<file path="config.mk">
export PLATFORM = sky130hd
export DESIGN_NAME = gfp_nv_accum
export DESIGN_NICKNAME = d
export VERILOG_FILES = /design/src/rtl/gfp_nv_accum.sv
export SDC_FILE = /design/constraint.sdc
export NUM_CORES = 1
export LEC_CHECK = 0
export ABC_CLOCK_PERIOD_IN_PS = 7500
export BUFFER_PORTS_ARGS = -buffer_cell sky130_fd_sc_hd__buf_2
export CORE_ASPECT_RATIO = 1.1
export CORE_MARGIN = 3
export CORE_UTILIZATION = 30
export DETAILED_ROUTE_END_ITERATION = 10
export RECOVER_POWER = 50
export SKIP_LAST_GASP = 1
export SLEW_MARGIN = 20
export SYNTH_ARGS = -nofsm -noshare
export SYNTH_HDL_FRONTEND = slang
export SYNTH_SLANG_ARGS = --single-unit
export TNS_END_PERCENT = 10
</file>
<file path="constraint.sdc">
create_clock -name i_clk -period 7.5 [get_ports i_clk]
set_input_delay 0.75 -clock i_clk [delete_from_list [all_inputs] [get_ports i_clk]]
set_output_delay 0.75 -clock i_clk [all_outputs]
set_load 0.03 [all_outputs]
</file>
<file path="src/rtl/gfp_nv_accum.sv">
// GFP native-vector K-dimension accumulator: aligns each NV result to the running max exponent and sums.
// Optional macro GFP_NV_ACCUM_SAT_EN: saturate every accumulation add to the ACC_W signed range.
`timescale 1ns/1ps
module gfp_nv_accum #(
   parameter int ACC_W = 40,
   parameter int CNT_W = 8
) (
   input  logic             i_clk,
   input  logic             i_reset_n,
   input  logic [CNT_W-1:0] i_nv_count,
   input  logic             i_valid,
   input  logic [31:0]      i_mantissa,
   input  logic [7:0]       i_exponent,
   output logic             o_ready,
   output logic             o_valid,
   output logic [ACC_W-1:0] o_mantissa,
   output logic [7:0]       o_exponent,
   input  logic             i_out_ready
);

   typedef enum logic [1:0] {IDLE, ACCUM, DONE} state_t;

   localparam logic [8:0] SH_MAX = 9'(ACC_W - 1);

   state_t                  state_q, state_d;
   logic signed [ACC_W-1:0] acc_m_q, acc_m_d;
   logic signed [7:0]       acc_e_q, acc_e_d;
   logic [CNT_W-1:0]        cnt_q, cnt_d;
   logic [CNT_W-1:0]        tgt_q, tgt_d;

   logic                    accept;
   logic [CNT_W-1:0]        cnt_inc;
   logic signed [7:0]       in_e;
   logic signed [7:0]       e_new;
   logic [8:0]              d_acc, d_in;
   logic signed [ACC_W-1:0] in_ext, acc_sh, in_sh, raw_sum, sum;

   assign accept  = i_valid & o_ready;
   assign cnt_inc = cnt_q + 1'b1;
   assign in_e    = $signed(i_exponent);
   assign in_ext  = $signed({{(ACC_W-32){i_mantissa[31]}}, i_mantissa});

   // Alignment: shifts beyond the accumulator width flush the operand to zero.
   always_comb begin
      e_new  = (in_e > acc_e_q) ? in_e : acc_e_q;
      d_acc  = {e_new[7], e_new} - {acc_e_q[7], acc_e_q};
      d_in   = {e_new[7], e_new} - {in_e[7], in_e};
      acc_sh = '0;
      in_sh  = '0;
      if (d_acc <= SH_MAX) acc_sh = acc_m_q >>> d_acc;
      if (d_in <= SH_MAX)  in_sh  = in_ext >>> d_in;
      raw_sum = acc_sh + in_sh;
`ifdef GFP_NV_ACCUM_SAT_EN
      if ((acc_sh[ACC_W-1] == in_sh[ACC_W-1]) && (raw_sum[ACC_W-1] != acc_sh[ACC_W-1]))
         sum = acc_sh[ACC_W-1] ? $signed({1'b1, {(ACC_W-1){1'b0}}})
                               : $signed({1'b0, {(ACC_W-1){1'b1}}});
      else
         sum = raw_sum;
`else
      sum = raw_sum;
`endif
   end

   always_ff @(posedge i_clk or negedge i_reset_n) begin
      if (!i_reset_n) begin
         state_q <= IDLE;
         acc_m_q <= '0;
         acc_e_q <= '0;
         cnt_q   <= '0;
         tgt_q   <= '0;
      end else begin
         state_q <= state_d;
         acc_m_q <= acc_m_d;
         acc_e_q <= acc_e_d;
         cnt_q   <= cnt_d;
         tgt_q   <= tgt_d;
      end
   end

   always_comb begin
      state_d = state_q;
      acc_m_d = acc_m_q;
      acc_e_d = acc_e_q;
      cnt_d   = cnt_q;
      tgt_d   = tgt_q;
      case (state_q)
         IDLE: begin
            if (accept) begin
               tgt_d   = (i_nv_count == '0) ? CNT_W'(1) : i_nv_count;
               acc_m_d = in_ext;
               acc_e_d = in_e;
               cnt_d   = CNT_W'(1);
               state_d = (i_nv_count <= CNT_W'(1)) ? DONE : ACCUM;
            end
         end
         ACCUM: begin
            if (accept) begin
               acc_m_d = sum;
               acc_e_d = e_new;
               cnt_d   = cnt_inc;
               if (cnt_inc == tgt_q) state_d = DONE;
            end
         end
         DONE: begin
            if (i_out_ready) state_d = IDLE;
         end
         default: state_d = IDLE;
      endcase
   end

   always_comb begin
      o_ready    = (state_q != DONE);
      o_valid    = (state_q == DONE);
      o_mantissa = acc_m_q;
      o_exponent = acc_e_q;
   end

endmodule

</file>
# --- Word level (Yosys, flattened, before mapping) ---
# Index checks and enable logic that the tools add are counted.
# Widths: inputs -> output; s select.
totals:
  register_bits: 66
  inputBits: 52
  output_inout_bits: 50
  word_cells: 49
op_classes:
  n_addsub: 4
  magnitude_cmp: 4
  eq_ne: 8
  shifts: 2
  muxes: 19
  bitwise_logic: 1
  n_reduce_logical: 6
ops:
  columns: ["cell", "n"]
  rows:
  - ["$mux 40", 4]
  - ["$pmux 40 s2", 1]
  - ["$mux 8", 6]
  - ["$add 40x40->40", 1]
  - ["$sshr 32x9->40", 1]
  - ["$sshr 40x9->40", 1]
  - ["$pmux 8 s2", 2]
  - ["$le 9x6->1 const B", 2]
  - ["$sub 8x8->9", 2]
  - ["$mux 2", 5]
  - ["$add 8x1->8 const B", 1]
  - ["$eq 8x8->1", 1]
  - ["$gt 8x8->1", 1]
  - ["$le 8x1->1 const B", 1]
  - ["$logic_not 8->1", 1]
  - ["$ne 2x2->1 const B", 4]
  - ["$pmux 2 s3", 1]
  - ["$reduce_and 4->1", 1]
  - ["$reduce_and 3->1", 1]
  - ["$eq 2x1->1 const B", 1]
  - ["$eq 2x2->1 const B", 1]
  - ["$logic_not 2->1", 1]
  - ["$ne 2x1->1 const B", 1]
  - ["$reduce_and 2->1", 1]
  - ["2 further kinds", 2]

# --- Longest topological paths before layout ---
logic_depth:
  word_depth: 8
  mapped_depth: 35
  depth_no_buf: 33

# --- Worst setup path after synthesis ---
# Ideal clock, no wire load.
synth_timing:
  path_type: "input to register"
  from: "input port i_exponent[1]"
  to: "register acc_m_q[39] (netlist: o_mantissa[39])"
  setup_time_ns: 0.086
  arrival_ns: 7.455
  required_ns: 7.414
  path_slack_ns: -0.041
  cell_stages: 31
  n_path_buf: 0
  path_cell_list: "ha_1 > nor2b_1 > o21a_1 > o21a_1 > o21a_1 > o21a_1 > o21ai_0 > a31oi_1 > mux2i_1 > ha_1 > inv_1 > fa_1 > a21o_1 > a311o_1 > a211o_1 > o2111a_1 > nor2_2 > o22ai_1 > a211oi_1 > a21oi_1 > a221oi_1 > ha_1 > a211oi_1 > nor3_1 > o41ai_1 > o21ai_1 > o211ai_1 > o311ai_0 > a41oi_1 > or4_1 > a32oi_1"
synth_between:
  elab_chain_cells: 8
  elab_cells_between_ends: 13
  classes_between: "add/sub (3); order compare (3); shift (2); mux (5)"
synth_rtl:
  columns: ["element", "line_no", "rtl"]
  rows:
  - ["start, declared", "13", "input logic [7:0] i_exponent,"]
  - ["$gt 8x8->1", "45", "e_new = (in_e > acc_e_q) ? in_e : acc_e_q;"]
  - ["$mux 8", "45", null]
  - ["$sub 8x8->9 (on tied branches)", "46, 47", null]
  - ["$sshr 40x9->40 (tied with other cells)", "50", "if (d_acc <= SH_MAX) acc_sh = acc_m_q >>> d_acc;"]
  - ["$mux 40 (on tied branches)", "50, 51", null]
  - ["$add 40x40->40 (*)", "52", "raw_sum = acc_sh + in_sh;"]
  - ["$mux 40 (*)", "97", "if (accept) begin"]
  - ["$pmux 40 s2 (*)", "86", "case (state_q)"]
  - ["end signal, assigned", "73", "acc_m_q <= acc_m_d;"]
  - ["end, declared", "26", "logic signed [ACC_W-1:0] acc_m_q, acc_m_d;"]
# Mark *: on every way between the ends. The rest lies on a longest branch, timed or not. The select of a mux whose other input is x is not followed.
# A chain may end at the register's enable or synchronous reset.

# --- Final worst setup path ---
layout_timing:
  from: "input port i_exponent[1]"
  to: "register acc_m_q[34] (netlist: o_mantissa[34])"
# Same word-level chain as after synthesis.

==> summary.md <==
| Metric | Value |
|---|---|
| Area Overhead vs Synth | 46.1% |
| Commonest non-fill, non-tap cells in the layout | 392 x buf_4, 195 x nand2_1, 131 x a21oi_1 |
| Worst-Skew Late Latency | 0.36 ns |
| CTS tree | done |
| Finished Cell Area | 15,600 um^2 |
| First-pass GRT wire length | 75,000 um |
| Diode count | 0 |
| WP buf/inv | 7 |
| CTS Root Cell | clkbuf_16 |
| Ranking of synthesized cells by area | dfrtp_1 16%, mux2i_1 10%, ha_1 7.5% |
| Synth Cell Area | 10,700 um^2 |
| Num ports | 102 |
| Slowest stage cell, crit path | fa_2 |
| Cells after DPL | 2,283 |
| Initial antenna violation count | 0 |
| Cts bufs inserted | 9 |
| Leading area contributor after synthesis | dfrtp_1 |
| DP Wirelength | 40,800 um |
| RSZ-0062 raised after global routing | yes |
| H-Tree Depth | 3 |
| Worst-Margin Slew | 3.93 ns |
| Length of the first detailed-routing pass in iterations | 6 |
| Relative slew margins | -1.62 |
| Worst min path class | register to register |
| Placer congestion estimate | 1.07 |
| Max Clk Rate | 136 MHz |
| Commonest non-fill, non-tap cell in the layout | buf_4 |
| Post-synth EDFFs | 0 |
| Yosys warnings | 0 |
| Total grt overflow | 0 |
| Async SR Flop Fraction | 1.00 |
| Part of the Yosys area used for sequential elements | 0.155 |
| Post-synthesis cell count | 1,443 |
| Worst Setup End Kind | register |
| DR vias | 13,200 |
| WL final | 50,900 um |
| Syn avg cell area | 7.38 um^2 |
| Clk pin slew, worst setup/hold paths | 0.06 ns |
| Max_cap viols | 1 |
| DR vias/cell | 5.72 |
| Die X | 186 um |
| CTS max path bufs | 2 |
| Layout cells sized above 1 | 0.361 |
| DIE HEIGHT | 204 um |
| Worst hold margin | 0.531 ns |
| Required time of the critical path | 7.70 ns |
| Routed wire per std cell | 22.0 um |
| GRT Total Usage | 0.257 |
| Post-Syn Nets | 1,562 |
| DRC viols | 0 |
| CP dominant cell by count | o21a_1 |
| IO Port Bufs | 101 |
| Register area | 1650 um^2 |
| Slew Limit Fails | 67 |
| Starting Density | 0.307 |
| Antenna Nets Post-Route | 0 |
| Largest net degree at the start of global routing | 67 |
| Nets | 1,989 |
| Status | finished with violations |
| Distinct cells, synth | 79 |
| Met3 usage | 0.0312 |
| Critical path class | input pin to register |
| Crit-path max FO | 7 |
| Worst path max stage delay | 0.66 ns |
| Hold Buf Count CTS | 0 |
| Met1 Use GR | 0.320 |
| Core Box Area | 34,600 um^2 |
| DIE AREA | 37,800 um^2 |
| Crit-path leading delay family | compound AO/OA/AOI/OAI gates |
| Top FF cell, synth | dfrtp_1 |
| Endpoints failing hold | 0 |
| Busiest grt layer | met2 |
| Placed Area | 14,500 um^2 |
| Failing checks | max-capacitance violations, max-slew violations |
| # rows | 71 |
| Footprint of the multi-input gates | 9220 um^2 |
| Initial DRC count | 1,113 |
| Data arrival, critical path | 7.53 ns |
| Post-route insts no fill | 2,313 |
| Yosys reg bits | 66 |
| Final core utilization | 0.449 |
| Final setup violation count | 0 |
| Tcrit/Tclk final | 0.978 |
| Yosys top cell area share | 0.155 |
| Layout fillers | 3,547 |
| Clk_skew | 0.0135 ns |
| Clk sinks | 66 |
| Tmin final | 7.33 ns |
| Critical Path Source Type | input pin |
| Met2 Use GR | 0.434 |
| Vias in the first global route | 13,000 |
## metrics by stage
stage,setup WS [ns],setup TNS (ns)
after floorplan,-0.0321,-0.0505
after global placement,-0.713,-10.70
after detailed placement,-0.887,-14.18
after CTS,-0.0211,-0.0435
after global routing,-0.0950,-0.341
final,0.167,0
## synthesized netlist by cell type, types with 4 or more instances
cell        n
xor2_1     27
a311oi_1    5
a221oi_1   16
o21ai_0   127
dfrtp_1    66
or4_1       6
o21bai_1    9
and3_1     12
a21oi_1   158
o31ai_1     4
nor2_1     96
inv_1      36
mux2i_1   107
nand2b_1    7
mux4_2     19
a22o_1      4
a211o_1     5
nand3_1    41
nand2_1   196
a31oi_1    30
clkbuf_1   78
nand4_1     5
xnor2_1    25
ha_1       64
or2_2       7
nor3_1     20
nor2b_1    20
o211ai_1   13
o31a_1      5
buf_2       7
or3_1       8
and2_1      7
o22ai_1    15
a211oi_1   37
a21o_1     28
mux2_2     27
o21a_1     23
buf_1       8
a311o_1     5
a21boi_0    6
## layer usage
metal	routed length (um)	part of all wire	vias up
met5	0	0	-
met4	2850	0.056	0
met3	2620	0.051	133
met2	24400	0.48	457
met1	21000	0.41	6383
li1	-	-	6262
## sequential cells by signal (all words and copies together) (netlist names)
| register | count |
|---|---|
| tgt_q | 8 |
| state_q | 2 |
| o_exponent | 8 |
| cnt_q | 8 |
| o_mantissa | 40 |
## timing repair
action | CTS | global route
endpoints found under the setup margin | 24 | 28
pin swaps | 11 | 54
buffers inserted | 2 | 12
resized for setup | 38 | 112
## path summary, 6_finish.rpt
check / from / to / slack, ns / depth (start not counted)
setup reg to reg: o_exponent[1] / o_mantissa[34] / 0.22 / 35
hold reg to reg: tgt_q[7] / tgt_q[7] / 0.53 / 1
setup / recovery: i_exponent[1] / o_mantissa[34] / 0.17 / 35
min in group asynchronous: i_reset_n / tgt_q[4] / 1.84 / 2
hold / removal: tgt_q[7] / tgt_q[7] / 0.53 / 1
max in group asynchronous: i_reset_n / o_mantissa[36] / 3.42 / 2
## worst register-to-register path, delay by kind of cell (launching register included)
kind | cells | cell delay [ns]
compound gates | 18 | 3.08
fa+ha+maj | 4 | 1.44
buf+inv | 7 | 1.03
mux | 2 | 0.54
flops | 1 | 0.39
simple gates | 3 | 0.36
xor+xnor | 1 | 0.28
## cells by family after synthesis
family | Yosys count | synth area share
fa+ha+maj | 67 | 0.0808
buf+inv | 131 | 0.0477
flops | 66 | 0.155
xor+xnor | 53 | 0.0443
compound gates | 534 | 0.318
simple gates | 439 | 0.185
mux | 153 | 0.169
## area by class of cell
| type | instances | share of cell area |
|---|---|---|
| timing repair buffer | 510 | 0.236 |
| clock inverter | 7 | 0.00651 |
| tap | 438 | 0.0352 |
| multi-input combinational | 1246 | 0.592 |
| clock buffer | 9 | 0.0145 |
| sequential | 66 | 0.106 |
| inverter | 37 | 0.00893 |
Power is left out: the tool's default activity adds up to more than one toggle a clock period on the data nets, which glitch-free logic cannot reach.
